$ cat config.mk
export PLATFORM = sky130hd
export DESIGN_NAME = cond_loop
export DESIGN_NICKNAME = d
export VERILOG_FILES = /design/src/rtl/cond_loop_pkg.sv /design/src/rtl/cond_loop_core.sv /design/src/rtl/cond_loop.sv
export SDC_FILE = /design/constraint.sdc
export NUM_CORES = 1
export LEC_CHECK = 0
export ABC_CLOCK_PERIOD_IN_PS = 6000
export CORE_MARGIN = 2
export CORE_UTILIZATION = 45
export CTS_CLUSTER_DIAMETER = 50
export CTS_CLUSTER_SIZE = 30
export DETAILED_ROUTE_END_ITERATION = 12
export DONT_BUFFER_PORTS = 1
export SYNTH_ARGS = -nofsm -noshare
export SYNTH_HDL_FRONTEND = slang
export SYNTH_SLANG_ARGS = --single-unit
$ cat constraint.sdc
create_clock -name clk -period 6 [get_ports clk]
set_input_delay 1.2 -clock clk [delete_from_list [all_inputs] [get_ports clk]]
set_output_delay 1.2 -clock clk [all_outputs]
set_load 0.02 [all_outputs]
$ cat src/rtl/cond_loop_pkg.sv
// cond_loop_pkg: shared FSM state type, data width and default loop bounds for cond_loop.
package cond_loop_pkg;
  localparam int DW = 32;
  localparam int DEF_LIMIT = 10;
  localparam int DEF_THRESH = 1000;
  typedef enum logic [2:0] {IDLE, INIT, COND, BODY, DONE} state_t;
endpackage

$ cat src/rtl/cond_loop_core.sv
// cond_loop_core: loop FSM summing odd indices below LIMIT; COND_LOOP_BREAK_EN adds an early exit at THRESH.
module cond_loop_core import cond_loop_pkg::*; #(
  parameter int LIMIT = DEF_LIMIT,
  parameter int THRESH = DEF_THRESH
) (
  input  logic          clk,
  input  logic          reset,
  input  logic          go,
  output state_t        state,
  output logic [DW-1:0] result,
  output logic [DW-1:0] iter
);
  state_t state_n;
  logic [DW-1:0] sum, i, sum_n, i_n, acc;
  logic brk;
`ifdef COND_LOOP_BREAK_EN
  assign brk = acc >= DW'(THRESH);
`else
  logic unused_thresh;
  assign brk = 1'b0;
  assign unused_thresh = ^THRESH;
`endif
  always_ff @(posedge clk or posedge reset)
    if (reset) begin
      state <= IDLE;
      sum <= '0;
      i <= '0;
      result <= '0;
      iter <= '0;
    end else begin
      state <= state_n;
      sum <= sum_n;
      i <= i_n;
      if (state == DONE) begin
        result <= sum;
        iter <= i;
      end
    end
  // On a break i is left at the index whose term crossed the threshold
  always_comb begin
    acc = sum + (i[0] ? i : '0);
    state_n = state;
    sum_n = sum;
    i_n = i;
    case (state)
      IDLE: state_n = go ? INIT : IDLE;
      INIT: begin
        sum_n = '0;
        i_n = '0;
        state_n = COND;
      end
      COND: state_n = (i < DW'(LIMIT)) ? BODY : DONE;
      BODY: begin
        sum_n = acc;
        i_n = brk ? i : i + DW'(1);
        state_n = brk ? DONE : COND;
      end
      DONE: state_n = IDLE;
      default: state_n = IDLE;
    endcase
  end
endmodule

$ cat src/rtl/cond_loop.sv
// cond_loop: run/start/join/yield handshakes around cond_loop_core (early break via COND_LOOP_BREAK_EN).
module cond_loop import cond_loop_pkg::*; #(
  parameter int LIMIT = DEF_LIMIT,
  parameter int THRESH = DEF_THRESH
) (
  input  logic          clk,
  input  logic          reset,
  input  logic          run_req,
  output logic          run_busy,
  input  logic          start_req,
  output logic          start_busy,
  input  logic          join_req,
  output logic          join_busy,
  input  logic          yield_req,
  output logic          yield_busy,
  output logic [DW-1:0] result_out,
  output logic [DW-1:0] iter_out
);
  state_t state;
  cond_loop_core #(.LIMIT(LIMIT), .THRESH(THRESH)) u_core (
    .clk(clk),
    .reset(reset),
    .go(run_req | start_req),
    .state(state),
    .result(result_out),
    .iter(iter_out)
  );
  assign run_busy = state != IDLE;
  // A pending join rides through DONE into the first idle cycle, then drops
  always_ff @(posedge clk or posedge reset)
    if (reset) begin
      start_busy <= 1'b0;
      join_busy <= 1'b0;
      yield_busy <= 1'b0;
    end else begin
      start_busy <= start_req && !run_busy;
      join_busy <= run_busy ? (join_busy | join_req) : (join_req & ~join_busy);
      yield_busy <= yield_req;
    end
endmodule

-- Word-level counts from Yosys, hierarchy flattened
Cells that the tools add are included.
Widths: inputs -> output; s select.
- logic and storage cells: 32
- flip-flop bits (word level): 134
- bits of input ports: 6
- $lt $le $gt $ge: 1
- bitwise gates (word level): 4
- $add $sub $neg: 2
- multiplexer cells: 7
- eq/ne operators: 4
- reductions and logical operators: 6
- operators with widths (kind ; number):
    $pmux 32 s2 ; 2
    $add 32x1->32 const B ; 1
    $add 32x32->32 ; 1
    $lt 32x4->1 const B ; 1
    $mux 32 ; 1
    $pmux 3 s3 ; 1
    $eq 3x2->1 const B ; 2
    $eq 3x1->1 const B ; 1
    $eq 3x3->1 const B ; 1
    $logic_not 3->1 ; 1
    $mux 3 ; 1
    $reduce_bool 3->1 ; 1
    $mux 1 ; 2
    $or 1x1->1 ; 2
    $reduce_bool 2->1 ; 1
    $reduce_or 2->1 ; 1
    $and 1x1->1 ; 1
    $logic_and 1x1->1 ; 1
    $logic_not 1->1 ; 1
    $not 1->1 ; 1

-- Longest topological paths before layout
Gate-level depths: netlist of run 1.
- word-level depth: 3
- mapped depth: 11
- gate-level depth less buffers: 10

-- Cells and area by module
Synthesis of run 1 repeated with hierarchy kept, for this count alone.
- cell total of the unflattened synthesis: 731
- area total of the unflattened synthesis: 7274.5 µm²
- modules (own cells, without submodules) (module ; instances ; cells each ; area an instance (µm²)):
    cond_loop_core ; 1 ; 721 ; 7160.6
    cond_loop ; 1 ; 10 ; 113.9

-- Worst setup path before layout of run 1
No wires, ideal clock.
- kind: register to register
- start point: register u_core.i[0]
- end point: register u_core.sum[27]
- arrival time: 2.564 ns
- setup slack: 3.310 ns
- data required time: 5.874 ns
- setup time: 0.126 ns
- period minus slack after synthesis: 2.690 ns
- stages on the path, launching flop included: 11
- path buffers: 1
- cell sequence: dfrtp_1 -> clkbuf_1 -> and2_1 -> ha_1 -> nand3_1 -> a311o_1 -> a21bo_1 -> o21ai_2 -> a21boi_2 -> o311a_1 -> a221o_1
- word-level cells in the longest chain between the ends: 3
- RTL lines (element ; RTL line ; text):
    start, declared ; cond_loop_core.sv:14 ; logic [DW-1:0] sum, i, sum_n, i_n, acc;
    start signal, assigned ; cond_loop_core.sv:33 ; i <= i_n;
    $mux 32 ; cond_loop_core.sv:41 ; acc = sum + (i[0] ? i : '0);
    $add 32x32->32 ; cond_loop_core.sv:41 ;
    $pmux 32 s2 ; cond_loop_core.sv:45 ; case (state)
    end signal, assigned ; cond_loop_core.sv:32 ; sum <= sum_n;
    end, declared ; cond_loop_core.sv:14 ;
No other way between the ends.
A chain may end at the register's enable or synchronous reset.

-- Final worst setup path of run 1
- start point: register u_core.i[0]
- end point: register u_core.sum[30]
The elaborated chain is that of the path after synthesis.

==> impl_metrics.json, run 1 <==
{
  "synth.area.top_cells": "dfrtp_1 45%, mux2_2 9.9%, ha_1 5.6%",
  "p_int_w": 0.00180,
  "seq_area_frac_synth_pct": 45.2,
  "postCtsSetupRepairBufs": 0,
  "die_h_um": 132,
  "relSlewSlack_pct": 26.8,
  "hold_class": "reg2reg",
  "crit_path_end_kind": "register",
  "status": "completed",
  "stdcell_area_mm2": 0.00824,
  "maxClockFrequency_mhz": 282,
  "worstHoldStart": "u_core.sum[0]",
  "required_ns": 6.32,
  "drv_slew": 0,
  "crit_path_start": "u_core.i[0]",
  "final_nets": 778,
  "area_growth_syn_to_layout_pct": 11.0,
  "finalCritPeriodShare_pct": 59.1,
  "drv_cap": 0,
  "place_congestion": 0.872,
  "dr.pass1.iters": 5,
  "ys_ff_latch": 134,
  "synth.cell_area_mm2": 0.00742,
  "crit_end": "u_core.sum[30]",
  "final.setup.tns_ns": 0,
  "drive_gt1_share_pct": 15.6,
  "regToRegEndpoint": "u_core.sum[30]",
  "core_mm2": 0.0160,
  "numCtsBuffers": 17,
  "cts_buffer_depth": 2,
  "cts_tree": "done",
  "rows": 46,
  "grt_pass1_vias": 5723,
  "post-route-min-period_ns": 3.54,
  "antenna_cells": 0,
  "postSynthCellCount": 750,
  "drc": 0,
  "synth_nets": 789,
  "yosysUniqueCellTypes": 61,
  "fp.dieW_um": 132,
  "ios": 74,
  "drt_iter0_drc": 443,
  "grt_pass1_wl_um": 29800,
  "grt_antenna_before_repair": 0,
  "gr-total-overflow": 0,
  "ir_drop_uv": 210,
  "die_area_mm2": 0.0175,
  "yosysMostFrequentCell": "dfrtp_1",
  "start_util_pct": 46.4,
  "routed-via-count": 5716,
  "cp_slowest_stage_delay_ns": 0.96,
  "grt.total_usage_pct": 21.4,
  "synthArstFlopShare_pct": 100,
  "drt_wl_total_um": 18300,
  "post_drt_via_cell_ratio": 5.90,
  "critPathLaunchType": "register",
  "synth_top_area_cell": "dfrtp_1",
  "root_buffer": "clkbuf_16",
  "cp_slowest_cell": "dfrtp_1",
  "port_buffers": 0,
  "grt_max_degree": 85,
  "power.total_w": 0.00266,
  "htreeDepth": 4,
  "critPathMaxFanout": 37,
  "p_leak_nw": 3.82,
  "dp_hpwl_um": 12800,
  "synthFlopType": "dfrtp_1",
  "ys.warnings.count": 0,
  "critPathArrivalTime_ns": 3.87,
  "worstSkewPairLatency_ns": 0.43,
  "syn_area_per_cell_um2": 9.90,
  "crit_type": "reg2reg",
  "rsz0062_at_grt": "false",
  "antenna_left": 0,
  "p_comb_share_pct": 16.5,
  "worstMarginPinSlew_ns": 1.09,
  "wl_per_cell_um": 18.9,
  "cts.clk_slew.worst_paths_ns": 0.06,
  "cts_resized": 0,
  "r2r_setup_slack_ns": 2.46,
  "fin_skew_ns": 0.00933,
  "placed_area_mm2": 0.00760,
  "path_cells": "ha_1 > xor2_1 > ha_1 > a21oi_2 > o211ai_1 > a41oi_1 > a211oi_1 > o21a_1 > o21ai_0 > a32o_1",
  "pwr-share-clk_pct": 42.8,
  "power_frac_seq_pct": 40.7,
  "swShare_pct": 32.2,
  "p_switching_w": 0.000856,
  "cpMostUsedCell": "ha_1",
  "holdBufCountCts": 0,
  "clkSinkCount": 134,
  "synth_edf_count": 0,
  "setup_viol": 0,
  "synth_top_area_share_pct": 45.2,
  "power.density_mw_per_mm2": 323,
  "r2r-start": "u_core.i[0]",
  "utilization_pct": 51.5,
  "ys_top_cells_by_count": "134 x dfrtp_1, 89 x nand2_1, 65 x mux2_2",
  "r2r_cells": 10,
  "hold_viol": 0
}
==> flip-flops by register name (all words and copies together), names as in the netlist <==
name,flops
u_core.sum,32
yield_busy,1
u_core.i,32
u_core.result,32
start_busy,1
u_core.iter,32
join_busy,1
u_core.state,3
==> worst max-delay path: cells and delay by family (launching register included) <==
kind,cells,cell delay [ns]
AOI/OAI and AO/OA,7,1.73
DFF,1,0.96
adders and majority gates,2,0.57
xor gates and xnor gates,1,0.17
==> per-layer routing <==
metal / track usage (%) / vias up / share of wire (%)
met4: 8.30 / 0 / 2.0
met3: 6.05 / 24 / 5.6
met5: 0 / - / 0
met1: 29.3 / 2811 / 47
met2: 32.1 / 181 / 45
li1: - / 2700 / -
==> power groups by stage <==
stage          sequential [W]  combinational, W  clock (W)
2_1_floorplan         0.00105          0.000357          0
3_5_place_dp          0.00110          0.000444          0
3_3_place_gp          0.00109          0.000429          0
5_1_grt               0.00109          0.000491    0.00119
4_1_cts               0.00108          0.000445    0.00115
6_report              0.00108          0.000439    0.00114
==> stage by stage <==
step / hold slack, ns / worst slack, ns / instances
global route: 0.544 / 2.14 / 968
floorplan: 0.459 / 1.22 / 750
CTS: 0.526 / 2.48 / 968
detailed placement: 0.512 / 2.52 / 936
global placement: 0.505 / 2.65 / 936
finish: 0.514 / 2.46 / 968
==> cells in the final DEF (no fill, tap or decap), types with 3 or more instances in the layout <==
cell and instances:
a221o_1 4, and2_1 33, a21oi_1 38, o31ai_1 11
nor3_1 14, dfrtp_1 134, nand2b_1 4, bufinv_16 4
a31oi_1 5, nand2_1 89, o311ai_0 3, nand4_1 18
clkbuf_16 17, mux2_2 65, nand3_1 19, inv_1 15
xor2_1 19, nor4_1 10, o21ai_0 52, xnor2_1 15
a211oi_1 5, o211ai_1 5, a21o_1 11, inv_6 6
ha_1 33, or3_1 8, nor2_1 40, a22o_1 3
and3_1 11, o21bai_1 7, buf_4 6
==> logic make-up (layout without fill, tap and decap cells) <==
kind of cell	after synthesis	in the layout	synth area share, %
multiplexers	67	67	10.1
XOR/XNOR	34	34	4.01
adder cells (fa/ha/maj)	33	33	5.56
AND/OR/NAND/NOR	259	259	17.5
flip-flops	134	134	45.2
AO/OA/AOI/OAI	171	171	14.8
buffers and inverters	52	54	2.80
==> worst min-delay path by stage <==
stage	end	cells past startpoint	slack, ns
floorplan	u_core.sum[0]	2	0.46
global placement	u_core.sum[0]	2	0.51
detailed placement	u_core.sum[5]	2	0.51
CTS	u_core.sum[5]	2	0.53
global route	u_core.sum[5]	2	0.54
finish	u_core.sum[0]	2	0.51
==> final cells by class <==
type	instances	area, µm²
fill	1512	7760
clock inverter	13	193
inverter	16	65.1
tap	216	270
timing repair buffer	6	45.0
clock buffer	19	443
multi-input combinational	564	3870
sequential	134	3350
No activity file was read; power rests on OpenSTA's default activity.
==> inputs of run 2 (changes only) <==
- ABC_CLOCK_PERIOD_IN_PS: 6000 -> 3600
- clock period: 6 -> 3.6 ns (I/O delays scaled with it)
==> run 2 against run 1 <==
  * Critical path depth is the same
  * Utilization grew 0.063 points
  * Register-to-register slack lost 2.0 ns
  * Via count grew 0.59%
  * Flip-flop and latch count is the same
  * Sequential share of layout area is essentially flat
  * Clock power grew 54%
  * Routed wire length shrank 0.72%
  * Die area is the same
  * Largest cell class unchanged
  * Highest routed layer unchanged
==> impl_metrics.json, run 2 (synthesis gave the netlist of run 1 again) <==
{
  "place_congestion": 0.857,
  "p_leak_nw": 3.83,
  "final_nets": 784,
  "final.setup.tns_ns": 0,
  "start_util_pct": 46.4,
  "holdWs_ns": 0.282,
  "critPathArrivalTime_ns": 3.42,
  "root_buffer": "clkbuf_16",
  "post_drt_via_cell_ratio": 5.90,
  "fin_skew_ns": 0.00895,
  "worstSkewPairLatency_ns": 0.43,
  "rows": 46,
  "dp_hpwl_um": 12800,
  "antenna_left": 0,
  "grt_pass1_wl_um": 29700,
  "numCtsBuffers": 17,
  "drc": 0,
  "critPathMaxFanout": 19,
  "crit_path_end_kind": "register",
  "relSlewSlack_pct": 33.2,
  "routed-via-count": 5750,
  "grt_antenna_before_repair": 0,
  "dp.cells": 942,
  "grt_max_degree": 79,
  "status": "completed",
  "dr.pass1.iters": 5,
  "ir_drop_uv": 356,
  "die_area_mm2": 0.0175,
  "rsz0062_at_grt": "false",
  "ios": 74,
  "antenna_cells": 0,
  "clkSinkCount": 134,
  "multi_input_area_mm2": 0.00387,
  "layout_common_cells": "134 x dfrtp_1, 89 x nand2_1, 65 x mux2_2, 52 x o21ai_0, 40 x nor2_1",
  "drive_gt1_share_pct": 16.2,
  "crit_type": "reg2reg",
  "final_common_cell": "dfrtp_1",
  "cts_buffer_depth": 2,
  "gr-total-overflow": 0,
  "stdcell_area_mm2": 0.00825,
  "wl_per_cell_um": 18.7,
  "utilization_pct": 51.5,
  "port_buffers": 0,
  "drt_iter0_drc": 328,
  "worstMarginPinSlew_ns": 0.998,
  "cts_resized": 0,
  "cts.clk_slew.worst_paths_ns": 0.06,
  "drv_slew": 0,
  "holdBufCountCts": 0,
  "grt.total_usage_pct": 21.2,
  "critPathLaunchType": "register",
  "core_mm2": 0.0160,
  "hold_viol": 0,
  "hold_class": "in2async",
  "finalCritPeriodShare_pct": 87.0,
  "setup_viol": 0,
  "postCtsSetupRepairBufs": 0,
  "fillers": 1472,
  "maxClockFrequency_mhz": 319,
  "required_ns": 3.89,
  "drv_cap": 0,
  "post-route-min-period_ns": 3.13,
  "fin_cells": 974,
  "htreeDepth": 4,
  "drt_wl_total_um": 18200,
  "die_h_um": 132,
  "fp.dieW_um": 132,
  "area_growth_syn_to_layout_pct": 11.1,
  "register_area_mm2": 0.00335,
  "power.density_mw_per_mm2": 528,
  "grt_pass1_vias": 5711,
  "placed_area_mm2": 0.00766,
  "cts_tree": "done"
}
run 2: cell count changes in the layout (fill, tap and decap cells not counted):
cell	change
clkinv_2	+1
buf_4	+5
bufinv_16	-2
clkinv_4	+2
buf_12	+1
inv_6	-2
clkinvlp_4	+1
run 2: worst paths after layout:
check	startpoint	end	slack, ns	cells past startpoint
worst max-delay path	u_core.i[0]	u_core.sum[31]	0.47	10
max in group asynchronous	reset	u_core.i[13]	2.46	2
min in group clk	yield_req	yield_busy	0.32	0
worst min register to register	u_core.sum[0]	u_core.sum[0]	0.52	2
worst min-delay path	reset	u_core.result[21]	0.28	1
worst max register to register	u_core.i[0]	u_core.sum[31]	0.47	10
run 2: where the power goes:
group	internal (W)	total, W	switching, W
clock network	0.00105	0.00175	0.000701
registers	0.00160	0.00178	0.000175
logic	0.000250	0.000826	0.000576
total	0.00290	0.00435	0.00145
run 2: final cells by class:
| type | count | area share (%) |
|---|---|---|
| clock buffers | 19 | 5.37 |
| clock inverters | 13 | 1.78 |
| inverters | 16 | 0.774 |
| multi-input cells | 564 | 46.9 |
| flip-flops and latches | 134 | 40.7 |
| well taps | 216 | 3.28 |
| repair buffers | 12 | 1.24 |
run 2: critical path: stages, from the launching register on:
cell and delay, ns:
dfrtp_1 0.61, buf_4 0.31, and2_1 0.16, ha_1 0.30, a21oi_1 0.35, o21bai_1 0.13
a21oi_1 0.31, mux2_2 0.38, a22o_1 0.20, a22oi_1 0.14, o211ai_1 0.11
run 2: per-layer routing:
metal / share of wire [%] / up-vias / global-route usage [%]
li1: - / 2724 / -
met1: 47 / 2813 / 29.7
met2: 44 / 186 / 31.8
met3: 6.6 / 27 / 5.59
met4: 2.0 / 0 / 7.77
met5: 0 / - / 0
run 2: stage by stage:
step | setup WS (ns) | total power (W)
6_report | 0.468 | 0.00435
3_3_place_gp | 0.605 | 0.00261
4_1_cts | 0.484 | 0.00439
3_5_place_dp | 0.489 | 0.00263
2_1_floorplan | 0.910 | 0.00235
5_1_grt | 0.138 | 0.00455
==> inputs of run 3 (changes only) <==
- MAX_ROUTING_LAYER: default -> met4
==> run 3 against run 2 <==
  * First-iteration DRC count rose by 37%
  * Sequential share of layout area fell by 0.20 points
  * Utilization rose by 0.25 points
  * Combinational power is 3.1% lower
  * Design area up 0.49%
  * Via count is 0.37% lower
  * Critical endpoint unchanged
  * Largest cell class unchanged
==> impl_metrics.json, run 3 (synthesis gave the netlist of run 1 again) <==
{
  "r2r-start": "u_core.i[0]",
  "power_frac_seq_pct": 39.9,
  "die_h_um": 132,
  "cts_resized": 0,
  "power.density_mw_per_mm2": 537,
  "core_mm2": 0.0160,
  "cts.clk_slew.worst_paths_ns": 0.06,
  "postCtsSetupRepairBufs": 0,
  "required_ns": 3.89,
  "r2r_setup_slack_ns": 0.42,
  "final_nets": 783,
  "crit_path_end_kind": "register",
  "dp_hpwl_um": 13100,
  "p_switching_w": 0.00142,
  "grt_pass1_vias": 5668,
  "swShare_pct": 31.9,
  "start_util_pct": 46.4,
  "maxClockFrequency_mhz": 314,
  "dp.cells": 941,
  "place_congestion": 0.887,
  "wl_per_cell_um": 18.7,
  "cts_buffer_depth": 2,
  "numCtsBuffers": 17,
  "gr-total-overflow": 0,
  "htreeDepth": 4,
  "post_drt_via_cell_ratio": 5.89,
  "grt.total_usage_pct": 22.1,
  "rsz0062_at_grt": "false",
  "drt_iter0_drc": 450,
  "grt_antenna_before_repair": 0,
  "stdcell_area_mm2": 0.00829,
  "post-route-min-period_ns": 3.18,
  "path_cells": "buf_4 > and2_1 > ha_1 > a21oi_1 > o21bai_1 > a21oi_1 > mux2_2 > a22o_1 > a22oi_1 > o211ai_1",
  "register_area_mm2": 0.00335,
  "placed_area_mm2": 0.00765,
  "setup_viol": 0,
  "cp_slowest_cell": "dfrtp_1",
  "drv_cap": 0,
  "pwr-share-clk_pct": 42.1,
  "critPathMaxFanout": 19,
  "regToRegEndpoint": "u_core.sum[31]",
  "critPathArrivalTime_ns": 3.47,
  "holdBufCountCts": 0,
  "fin_skew_ns": 0.0145,
  "root_buffer": "clkbuf_16",
  "p_comb_share_pct": 18.0,
  "grt_max_degree": 65,
  "relSlewSlack_pct": 29.7,
  "finalCritPeriodShare_pct": 88.4,
  "drv_slew": 0,
  "fin_cells": 973,
  "hold_class": "in2async",
  "routed-via-count": 5729,
  "ios": 74,
  "cts_tree": "done",
  "antenna_left": 0,
  "final.setup.tns_ns": 0,
  "rows": 46,
  "cpMostUsedCell": "a21oi_1",
  "clkSinkCount": 134,
  "dr.pass1.iters": 6,
  "worstMarginPinSlew_ns": 1.05,
  "fp.dieW_um": 132,
  "crit_type": "reg2reg",
  "r2r_cells": 10,
  "ir_drop_uv": 338,
  "crit_path_start": "u_core.i[0]",
  "die_area_mm2": 0.0175,
  "p_leak_nw": 3.85,
  "multi_input_area_mm2": 0.00387,
  "drive_gt1_share_pct": 16.1,
  "grt_pass1_wl_um": 30000,
  "drt_wl_total_um": 18200,
  "drc": 0,
  "hold_viol": 0,
  "worstSkewPairLatency_ns": 0.43,
  "cp_slowest_stage_delay_ns": 0.60,
  "final_common_cell": "dfrtp_1",
  "layout_common_cells": "134 x dfrtp_1, 89 x nand2_1, 65 x mux2_2, 52 x o21ai_0, 40 x nor2_1",
  "area_growth_syn_to_layout_pct": 11.6,
  "critPathLaunchType": "register",
  "status": "completed",
  "fillers": 1439,
  "antenna_cells": 0,
  "port_buffers": 0,
  "p_int_w": 0.00303
}
[run 3: metal layers]
metal	vias up	part of all wire, %	routed length, µm	track usage (%)
met2	186	44	8040	32.9
met3	21	6.6	1200	5.86
met1	2810	48	8720	30.0
li1	2712	-	-	-
met4	0	1.1	195	5.85
met5	-	0	0	-
[run 3: cell type report]
type	count	area share, %
Tap cell	216	3.26
Timing Repair Buffer	11	1.15
Sequential cell	134	40.5
Clock inverter	13	2.34
Clock buffer	19	5.35
Inverter	16	0.770
Multi-Input combinational cell	564	46.7
[run 3: critical path, delay by kind of cell, from the launching register on]
kind	cells	cell delay, ns
AO/OA/AOI/OAI	6	1.27
adder cells (fa/ha/maj)	1	0.30
buffers and inverters	1	0.32
flip-flops	1	0.60
multiplexers	1	0.38
AND/OR/NAND/NOR	1	0.16
[run 3: power groups by stage]
stage | registers [W] | logic (W) | clock network [W]
after floorplan | 0.00175 | 0.000595 | 0
after global placement | 0.00180 | 0.000788 | 0
after detailed placement | 0.00180 | 0.000803 | 0
after CTS | 0.00178 | 0.000806 | 0.00191
after global routing | 0.00180 | 0.000898 | 0.00198
final | 0.00178 | 0.000800 | 0.00188
[run 3: worst max path at each step]
stage                                 to  slack (ns)
after floorplan           u_core.sum[27]        0.91
after global placement    u_core.sum[30]        0.61
after detailed placement  u_core.sum[31]        0.49
after CTS                 u_core.sum[31]        0.48
after global routing      u_core.sum[31]        0.22
final                     u_core.sum[31]        0.42
[run 3: metrics by stage]
stage	util, %	worst slack, ns	power (W)	hold WS, ns
after floorplan	-	0.910	0.00235	0.459
after global placement	47.8	0.613	0.00259	0.495
after detailed placement	47.8	0.495	0.00261	0.497
after CTS	51.8	0.479	0.00449	0.245
after global routing	51.8	0.216	0.00468	0.277
final	51.8	0.419	0.00445	0.237
